`src/rtl/ram_port_arbiter.sv`:
```
// ram_port_arbiter: two requesters sharing one single-port synchronous RAM.
// Define ARB_ROUND_ROBIN_EN for alternating contention instead of fixed priority.
module ram_port_arbiter #(
   parameter int DATA_WIDTH    = 32,
   parameter int ADDRESS_WIDTH = 12,
   parameter int STARVE_LIMIT  = 4
) (
   input  logic                     clk,
   input  logic                     rst_n,
   input  logic                     a_req,
   input  logic                     a_we,
   input  logic [ADDRESS_WIDTH-1:0] a_addr,
   input  logic [DATA_WIDTH-1:0]    a_wdata,
   output logic                     a_gnt,
   output logic                     a_rvalid,
   output logic [DATA_WIDTH-1:0]    a_rdata,
   input  logic                     b_req,
   input  logic                     b_we,
   input  logic [ADDRESS_WIDTH-1:0] b_addr,
   input  logic [DATA_WIDTH-1:0]    b_wdata,
   output logic                     b_gnt,
   output logic                     b_rvalid,
   output logic [DATA_WIDTH-1:0]    b_rdata,
   output logic                     ram_wEn,
   output logic [ADDRESS_WIDTH-1:0] ram_addr,
   output logic [DATA_WIDTH-1:0]    ram_dataIn,
   input  logic [DATA_WIDTH-1:0]    ram_dataOut
);

   logic                     sel_a;
   logic                     sel_b;
   logic [ADDRESS_WIDTH-1:0] addr_q;
   logic [ADDRESS_WIDTH-1:0] addr_d;
   logic [DATA_WIDTH-1:0]    wdata_q;
   logic [DATA_WIDTH-1:0]    wdata_d;
   logic                     a_rvalid_q;
   logic                     b_rvalid_q;

`ifdef ARB_ROUND_ROBIN_EN
   logic last_b_q;
   logic last_b_d;
`else
   localparam logic [3:0] LIMIT = 4'(STARVE_LIMIT);
   logic [3:0] starve_q;
   logic [3:0] starve_d;
`endif

   always_comb begin
      sel_a = 1'b0;
      sel_b = 1'b0;
      if (rst_n) begin
         if (a_req && b_req) begin
`ifdef ARB_ROUND_ROBIN_EN
            sel_a = last_b_q;
            sel_b = ~last_b_q;
`else
            sel_b = (starve_q == LIMIT);
            sel_a = ~sel_b;
`endif
         end else begin
            sel_a = a_req;
            sel_b = b_req;
         end
      end
   end

   // Idle cycles replay the last granted address so RAM output stays put.
   always_comb begin
      ram_wEn = 1'b0;
      addr_d  = addr_q;
      wdata_d = wdata_q;
      if (sel_a) begin
         ram_wEn = a_we;
         addr_d  = a_addr;
         wdata_d = a_wdata;
      end else if (sel_b) begin
         ram_wEn = b_we;
         addr_d  = b_addr;
         wdata_d = b_wdata;
      end
      ram_addr   = rst_n ? addr_d : '0;
      ram_dataIn = rst_n ? wdata_d : '0;
   end

`ifdef ARB_ROUND_ROBIN_EN
   always_comb begin
      last_b_d = last_b_q;
      if (sel_a) last_b_d = 1'b0;
      if (sel_b) last_b_d = 1'b1;
   end
`else
   always_comb begin
      starve_d = '0;
      if (b_req && !sel_b)
         starve_d = (starve_q == LIMIT) ? starve_q : starve_q + 4'd1;
   end
`endif

   always_ff @(posedge clk or negedge rst_n) begin
      if (!rst_n) begin
         addr_q     <= '0;
         wdata_q    <= '0;
         a_rvalid_q <= 1'b0;
         b_rvalid_q <= 1'b0;
`ifdef ARB_ROUND_ROBIN_EN
         last_b_q   <= 1'b1;
`else
         starve_q   <= '0;
`endif
      end else begin
         addr_q     <= addr_d;
         wdata_q    <= wdata_d;
         a_rvalid_q <= sel_a & ~a_we;
         b_rvalid_q <= sel_b & ~b_we;
`ifdef ARB_ROUND_ROBIN_EN
         last_b_q   <= last_b_d;
`else
         starve_q   <= starve_d;
`endif
      end
   end

   assign a_gnt    = sel_a;
   assign b_gnt    = sel_b;
   assign a_rvalid = a_rvalid_q;
   assign b_rvalid = b_rvalid_q;
   assign a_rdata  = ram_dataOut;
   assign b_rdata  = ram_dataOut;

endmodule

```
`config.mk`:
```
export PLATFORM = sky130hd
export DESIGN_NAME = ram_port_arbiter
export DESIGN_NICKNAME = d
export VERILOG_FILES = /design/src/rtl/ram_port_arbiter.sv
export SDC_FILE = /design/constraint.sdc
export NUM_CORES = 1
export LEC_CHECK = 0
export BUFFER_PORTS_ARGS = -buffer_cell sky130_fd_sc_hd__buf_2
export CORE_MARGIN = 10
export CORE_UTILIZATION = 45
export DETAILED_ROUTE_END_ITERATION = 8
export PLACE_DENSITY = 0.77
export SETUP_SLACK_MARGIN = 0.5
export SLEW_MARGIN = 5
export SYNTH_ARGS = -nofsm -noshare
export SYNTH_HDL_FRONTEND = slang
export SYNTH_SLANG_ARGS = --single-unit
```
`constraint.sdc`:
```
create_clock -name clk -period 2.45 [get_ports clk]
set_clock_uncertainty 0.2 [all_clocks]
set_input_delay 0.3675 -clock clk [delete_from_list [all_inputs] [get_ports clk]]
set_output_delay 0.3675 -clock clk [all_outputs]
set_load 0.05 [all_outputs]
```
==> flow_summary.toml, run 1 <==
[placement]
port_buffers = 142
place_area_um2 = 5730
place_worst_setup_slack_ns = 0.0748
hpwl_um = 10300
dp_cells = 696
gp_congestion = 0.766

[logic_synthesis]
yosys_warnings = 0
yosysTopAreaCellShare = 0.252
synthCells = 514
synth_ff_type = "dfrtp_1"
syn_area_per_cell_um2 = 9.68
async_flop_share = 1.00
synth_top_cell_by_area = "dfrtp_1"
synth-seq-area-share = 0.252
yosys.cell_types.count = 30
synth_seq_cells = 50
syn_nets = 642
synth_area_leaders = "dfrtp_1 (25%), o32ai_1 (15%), buf_4 (10%)"
synth_edf_count = 0
synth_area_um2 = 4970

[worst_hold_path]
hold_depth = 2
hp-start = "b_we"
min_path_type = "input port to flip-flop"
worstHoldEndpoint = "b_rvalid"

[timing]
maxSlewHeadroom = 0.436
timing.fmax_ghz = 0.384
drv_slew = 0
setup_viol = 46
hold_slack_ns = 0.0280
hold_violations = 0
fin_ws_ns = -0.156
timing.final.crit_period_ns = 2.61
tightest_slew_ns = 0.846
grt_setup_unrepaired = "yes"
fin_crit_sh = 1.06

[grt]
grtUsageTotal = 0.198
grt_max_degree = 51
grt_overflow = 0
grt_pass1_vias = 5108
grt_pass1_wl_um = 26600
antenna_found_initial = 0

[clocking]
path_clk_slew_ns = 0.10
clk_root_buffer_cell = "clkbuf_8"
htreeDepth = 2
worstSkewPairLatency_ns = 0.31
cts_tree = "yes"
cts_buffer_depth = 2
cts_made_buffers = 5
clkSinkCount = 50

[finish]
instances_no_fill = 724
layout-drive-gt1-share = 0.620
design_area_um2 = 6860
fin_util = 0.633
antenna_cells = 0
nNetsFinal = 712
syn_to_final_growth_pct = 37.9

[die]
pin_count = 239
die_area_um2 = 15700
die_x_um = 125
design.core.area_um2 = 10800
num_rows = 38
start_util = 0.459
die_h_um = 125

[worst_setup_path]
r2r_slack_ns = 0.23
crit_chain = "inv_2, ha_4, nand4b_1, buf_12, and2_4, buf_12, a21oi_4, buf_8"
r2r_cells = 8
r2r-end = "wdata_q[3]"
r2r-start = "starve_q[0]"
crit_start = "starve_q[0]"
cpMaxStageDelayCell = "dfrtp_1"
arrival_ns = 2.04
endpoint_kind = "output pin"
cpPeakStageDelay_ns = 0.40
critPathMostFrequentCell = "buf_12"
worstPathRequired_ns = 1.88
crit_path_start_kind = "flip-flop"
crit_fanout = 12
crit_type = "flip-flop to output pin"

[routing]
drt_iter0_drc = 403
wirelength_um = 16700
route.detailed.drc = 0
drt_first_pass_iters = 5
vias_per_cell = 6.54
drtAntennaViolNets = 0
vias = 4732
wire_per_inst_um = 23.1

[flow_run]
cap_violations = 0

[run_status]
status = "finished with violations"
violations = "negative setup slack"

[power_and_ir_drop]
powerDensity_nw_per_um2 = 468
p_leak_nw = 2.55
vdd_drop_max_mv = 0.391
[sequential cells by signal, indices dropped and copies added, names as in the netlist]
register and count:
starve_q 4, addr_q 12, a_rvalid 1, wdata_q 32, b_rvalid 1
[critical path: cells and delay by family, from the launching register on]
family          cells  cell delay, ns
simple gates        2            0.39
flops               1            0.40
fa+ha+maj           1            0.13
compound gates      1            0.16
buf+inv             4            0.64
[kinds of logic (layout without fill, tap and decap cells)]
family / after synthesis / after routing / synth area share
buffers and inverters: 171 / 241 / 0.197
AND/OR/NAND/NOR: 17 / 17 / 0.0211
adder cells (fa/ha/maj): 2 / 2 / 0.00503
flip-flops: 50 / 50 / 0.252
AO/OA/AOI/OAI: 228 / 228 / 0.422
multiplexers: 44 / 44 / 0.0996
XOR/XNOR: 2 / 2 / 0.00352
[routing by layer]
layer  vias to the layer above  GRT usage  share of wire  wire length (µm)
li1                       2130          -              -                 -
met1                      2352      0.238           0.41              6900
met2                       209      0.348           0.51              8570
met3                        41     0.0418          0.061              1020
met4                         0     0.0535          0.014               227
met5                         -          0              0                 0
[cell usage in the layout (no fill, tap or decap), types with 2 or more instances in the layout]
master	instances
buf_2	94
o32ai_1	86
dfrtp_1	50
inv_1	45
mux2_2	44
a21oi_4	43
a211oi_2	41
buf_6	41
o221ai_2	24
buf_4	17
buf_8	13
buf_12	12
o221ai_1	11
o221ai_4	10
clkbuf_8	6
dlygate4sd3_1	5
a211oi_1	3
o21ai_0	3
nand3_1	3
buf_16	3
inv_2	2
o32ai_2	2
a21oi_2	2
nor2b_1	2
nand2_1	2
xor2_1	2
[Yosys cell counts, types with 2 or more instances]
master    instances
a211oi_1          6
a211oi_2         38
a21oi_1           6
a21oi_2          40
buf_2            15
buf_4            67
buf_6             9
clkbuf_1         33
dfrtp_1          50
ha_1              2
inv_1            47
mux2_2           44
nand2_1           3
nand3_1           3
nor2b_1           2
o21ai_0           3
o221ai_1         45
o32ai_1          88
xor2_1            2
[how the worst max path moves through the flow]
stage / endpoint / depth (start not counted) / slack [ns]
after floorplan: ram_addr[10] / 8 / 0.25
after global placement: ram_dataIn[31] / 8 / 0.12
after detailed placement: ram_addr[0] / 8 / 0.07
after CTS: ram_addr[7] / 8 / -0.12
after global routing: ram_dataIn[17] / 8 / -0.26
final: ram_dataIn[17] / 8 / -0.16
[stage by stage]
step	total power, W	setup TNS, ns
3_5_place_dp	0.00230	0
5_1_grt	0.00336	-10.62
2_1_floorplan	0.00225	0
4_1_cts	0.00316	-4.05
6_report	0.00321	-5.58
3_3_place_gp	0.00225	0
[area by class of cell]
type / count / area [µm²]
fill: 844 / 3980
inverter: 47 / 176
multi-input combinational: 293 / 3480
timing repair buffer: 187 / 1670
tap: 140 / 175
sequential: 50 / 1250
clock inverter: 1 / 30.0
clock buffer: 6 / 82.6
[report_power, final]
| group | switching (W) | internal (W) |
|---|---|---|
| combinational | 0.000874 | 0.000657 |
| clock | 0.000303 | 0.000328 |
| sequential | 0.000102 | 0.000943 |
[repair_timing]
item                                    in CTS  in global routing
endpoints found under the hold margin       25                  1
hold buffers                                 5                  1
gates cloned                                 2                  2
gates resized for setup                    153                 22
setup buffers                               10                  1
pin swaps                                    4                  1
endpoints found under the setup margin      92                111
No activity file was read; power rests on OpenSTA's default activity.
==> run 2, diff against run 1 <==
- CTS_CLUSTER_SIZE: default -> 12
- clock period: 2.45 -> 2.76 ns (I/O delays scaled with it)
==> run 2 against run 1 <==
Against the previous run: the flow now finishes without violations; largest power group unchanged; first-iteration DRC count is 2.7% lower; wire length is 6.9% lower; sequential share of layout area is 1.4 points higher; design area is 7.1% lower; clock power is 17% lower; cell count is 0.69% lower.
==> flow_summary.toml, run 2 (synthesized netlist as in run 1, its figures left out) <==
[run_status]
status = "finished clean"

[finish]
n_fill_cell = 903
register_area_um2 = 1250
largest_registers = "wdata_q (32), addr_q (12), starve_q (4)"
multi_input_area_um2 = 3160
layout-drive-gt1-share = 0.562
largest_register_ff_count = 32
mostFrequentLayoutCell = "buf_2"
regMostFlops = "wdata_q"
final_cell_mix = "buf_2 (94), o32ai_1 (88), dfrtp_1 (50), inv_1 (45)"
nNetsFinal = 705
design_area_um2 = 6370
syn_to_final_growth_pct = 28.0

[timing]
tightest_slew_ns = 0.914
hold_violations = 0
drv_slew = 0
finalSetupTns_ns = 0
grt_setup_unrepaired = "yes"
maxSlewHeadroom = 0.391
timing.fmax_ghz = 0.389
fin_crit_sh = 0.931
setup_viol = 0
timing.final.crit_period_ns = 2.57

[power_and_ir_drop]
swShare = 0.394
p_int_w = 0.00164
p_leak_nw = 2.42
vdd_drop_max_mv = 0.224
clockPowerShare = 0.194
powerDensity_nw_per_um2 = 424
combPwrFrac = 0.463
switchingPower_w = 0.00106
pwr-share-seq = 0.343

[worst_setup_path]
cpMaxStageDelayCell = "dfrtp_1"
crit_path_start_kind = "flip-flop"
endpoint_kind = "output pin"
crit_chain = "inv_2, ha_4, nand4b_1, buf_4, and2_4, buf_12, a21oi_4, buf_8"
r2r_slack_ns = 0.59
r2r-start = "starve_q[1]"
r2r_cells = 9
crit_type = "flip-flop to output pin"
cpPeakStageDelay_ns = 0.41
crit_fanout = 6
r2r-end = "addr_q[7]"
worstPathRequired_ns = 2.15
arrival_ns = 1.95

[placement]
place_area_um2 = 5650
port_buffers = 142
gp_congestion = 0.809
hpwl_um = 10400

[clocking]
worstSkewPairLatency_ns = 0.31
cts_buffer_depth = 2
cts_tree = "yes"
cts_made_buffers = 5
clk_root_buffer_cell = "clkbuf_8"
path_clk_slew_ns = 0.09
clkSinkCount = 50
htreeDepth = 2

[routing]
drtAntennaViolNets = 0
drt_first_pass_iters = 4
wire_per_inst_um = 21.6
wirelength_um = 15600
vias = 4715
route.detailed.drc = 0
vias_per_cell = 6.56
drt_iter0_drc = 392

[die]
pin_count = 239
design.core.area_um2 = 10800
die_h_um = 125
die_x_um = 125
num_rows = 38
start_util = 0.459
die_area_um2 = 15700

[flow_run]
cap_violations = 0

[grt]
grt_pass1_wl_um = 24900
grt_overflow = 0
antenna_found_initial = 1
grt_pass1_vias = 4922
grtUsageTotal = 0.183
grt_max_degree = 53

[worst_hold_path]
min_path_type = "input port to asynchronous set/reset pin"
[run 2: changes by cell type in the layout (fill, tap and decap cells not counted), moves of 3 or more]
cell	before	now
o221ai_1	11	40
o221ai_2	24	5
o221ai_4	10	0
buf_12	12	9
buf_16	3	0
buf_4	17	20
[run 2: area by class of cell]
class	instances	share of cell area
inverters	47	0.0277
repair buffers	180	0.235
multi-input cells	293	0.496
diodes	1	0.000393
well taps	140	0.0275
clock inverters	3	0.00629
clock buffers	5	0.0108
flip-flops and latches	50	0.197
[run 2: layer usage]
metal	up-vias	routed length (µm)	global-route usage
li1	2115	-	-
met1	2339	6270	0.220
met2	218	7770	0.300
met3	43	1080	0.0460
met4	0	429	0.0833
met5	-	0	0
[run 2: power groups by stage]
stage / clock (W) / combinational, W / sequential, W
4_1_cts: 0.000551 / 0.00121 / 0.000920
3_3_place_gp: 0 / 0.00106 / 0.000924
2_1_floorplan: 0 / 0.00108 / 0.000914
5_1_grt: 0.000580 / 0.00133 / 0.000936
6_report: 0.000525 / 0.00125 / 0.000925
3_5_place_dp: 0 / 0.00109 / 0.000936
[run 2: worst max-delay path by stage]
stage                           to  cells after the start   startpoint
floorplan           ram_dataIn[11]                      8  starve_q[0]
global placement      ram_addr[11]                      7  starve_q[0]
detailed placement    ram_addr[11]                      7  starve_q[0]
CTS                  ram_dataIn[9]                      8  starve_q[0]
global route        ram_dataIn[22]                      8  starve_q[1]
finish               ram_dataIn[5]                      8  starve_q[1]
[run 2: worst max-delay path, delay by kind of cell (launching register included)]
family                   cells  cell delay [ns]
AND/OR/NAND/NOR              2             0.33
buffers and inverters        4             0.59
AO/OA/AOI/OAI                1             0.17
flip-flops                   1             0.41
adder cells (fa/ha/maj)      1             0.13
[run 2: stage by stage]
step / worst slack (ns) / cells / hold WS [ns] / util / power, W
global route: 0.0730 / 718 / 0.0202 / 0.587 / 0.00284
global placement: 0.332 / 695 / 0.0833 / 0.522 / 0.00198
floorplan: 0.493 / 514 / -0.0816 / - / 0.00199
CTS: 0.212 / 717 / -0.0000677 / 0.574 / 0.00268
detailed placement: 0.250 / 695 / 0.0835 / 0.522 / 0.00203
finish: 0.191 / 719 / 0.0170 / 0.587 / 0.00270
[run 2: timing repair]
item / 4_1_cts / 5_1_grt
resized for setup: 103 / 24
endpoints found under the hold margin: 8 / 0
setup buffers: 8 / 0
gates cloned: 1 / 1
hold buffers: 5 / 0
pin swaps: 2 / 7
endpoints found under the setup margin: 57 / 52
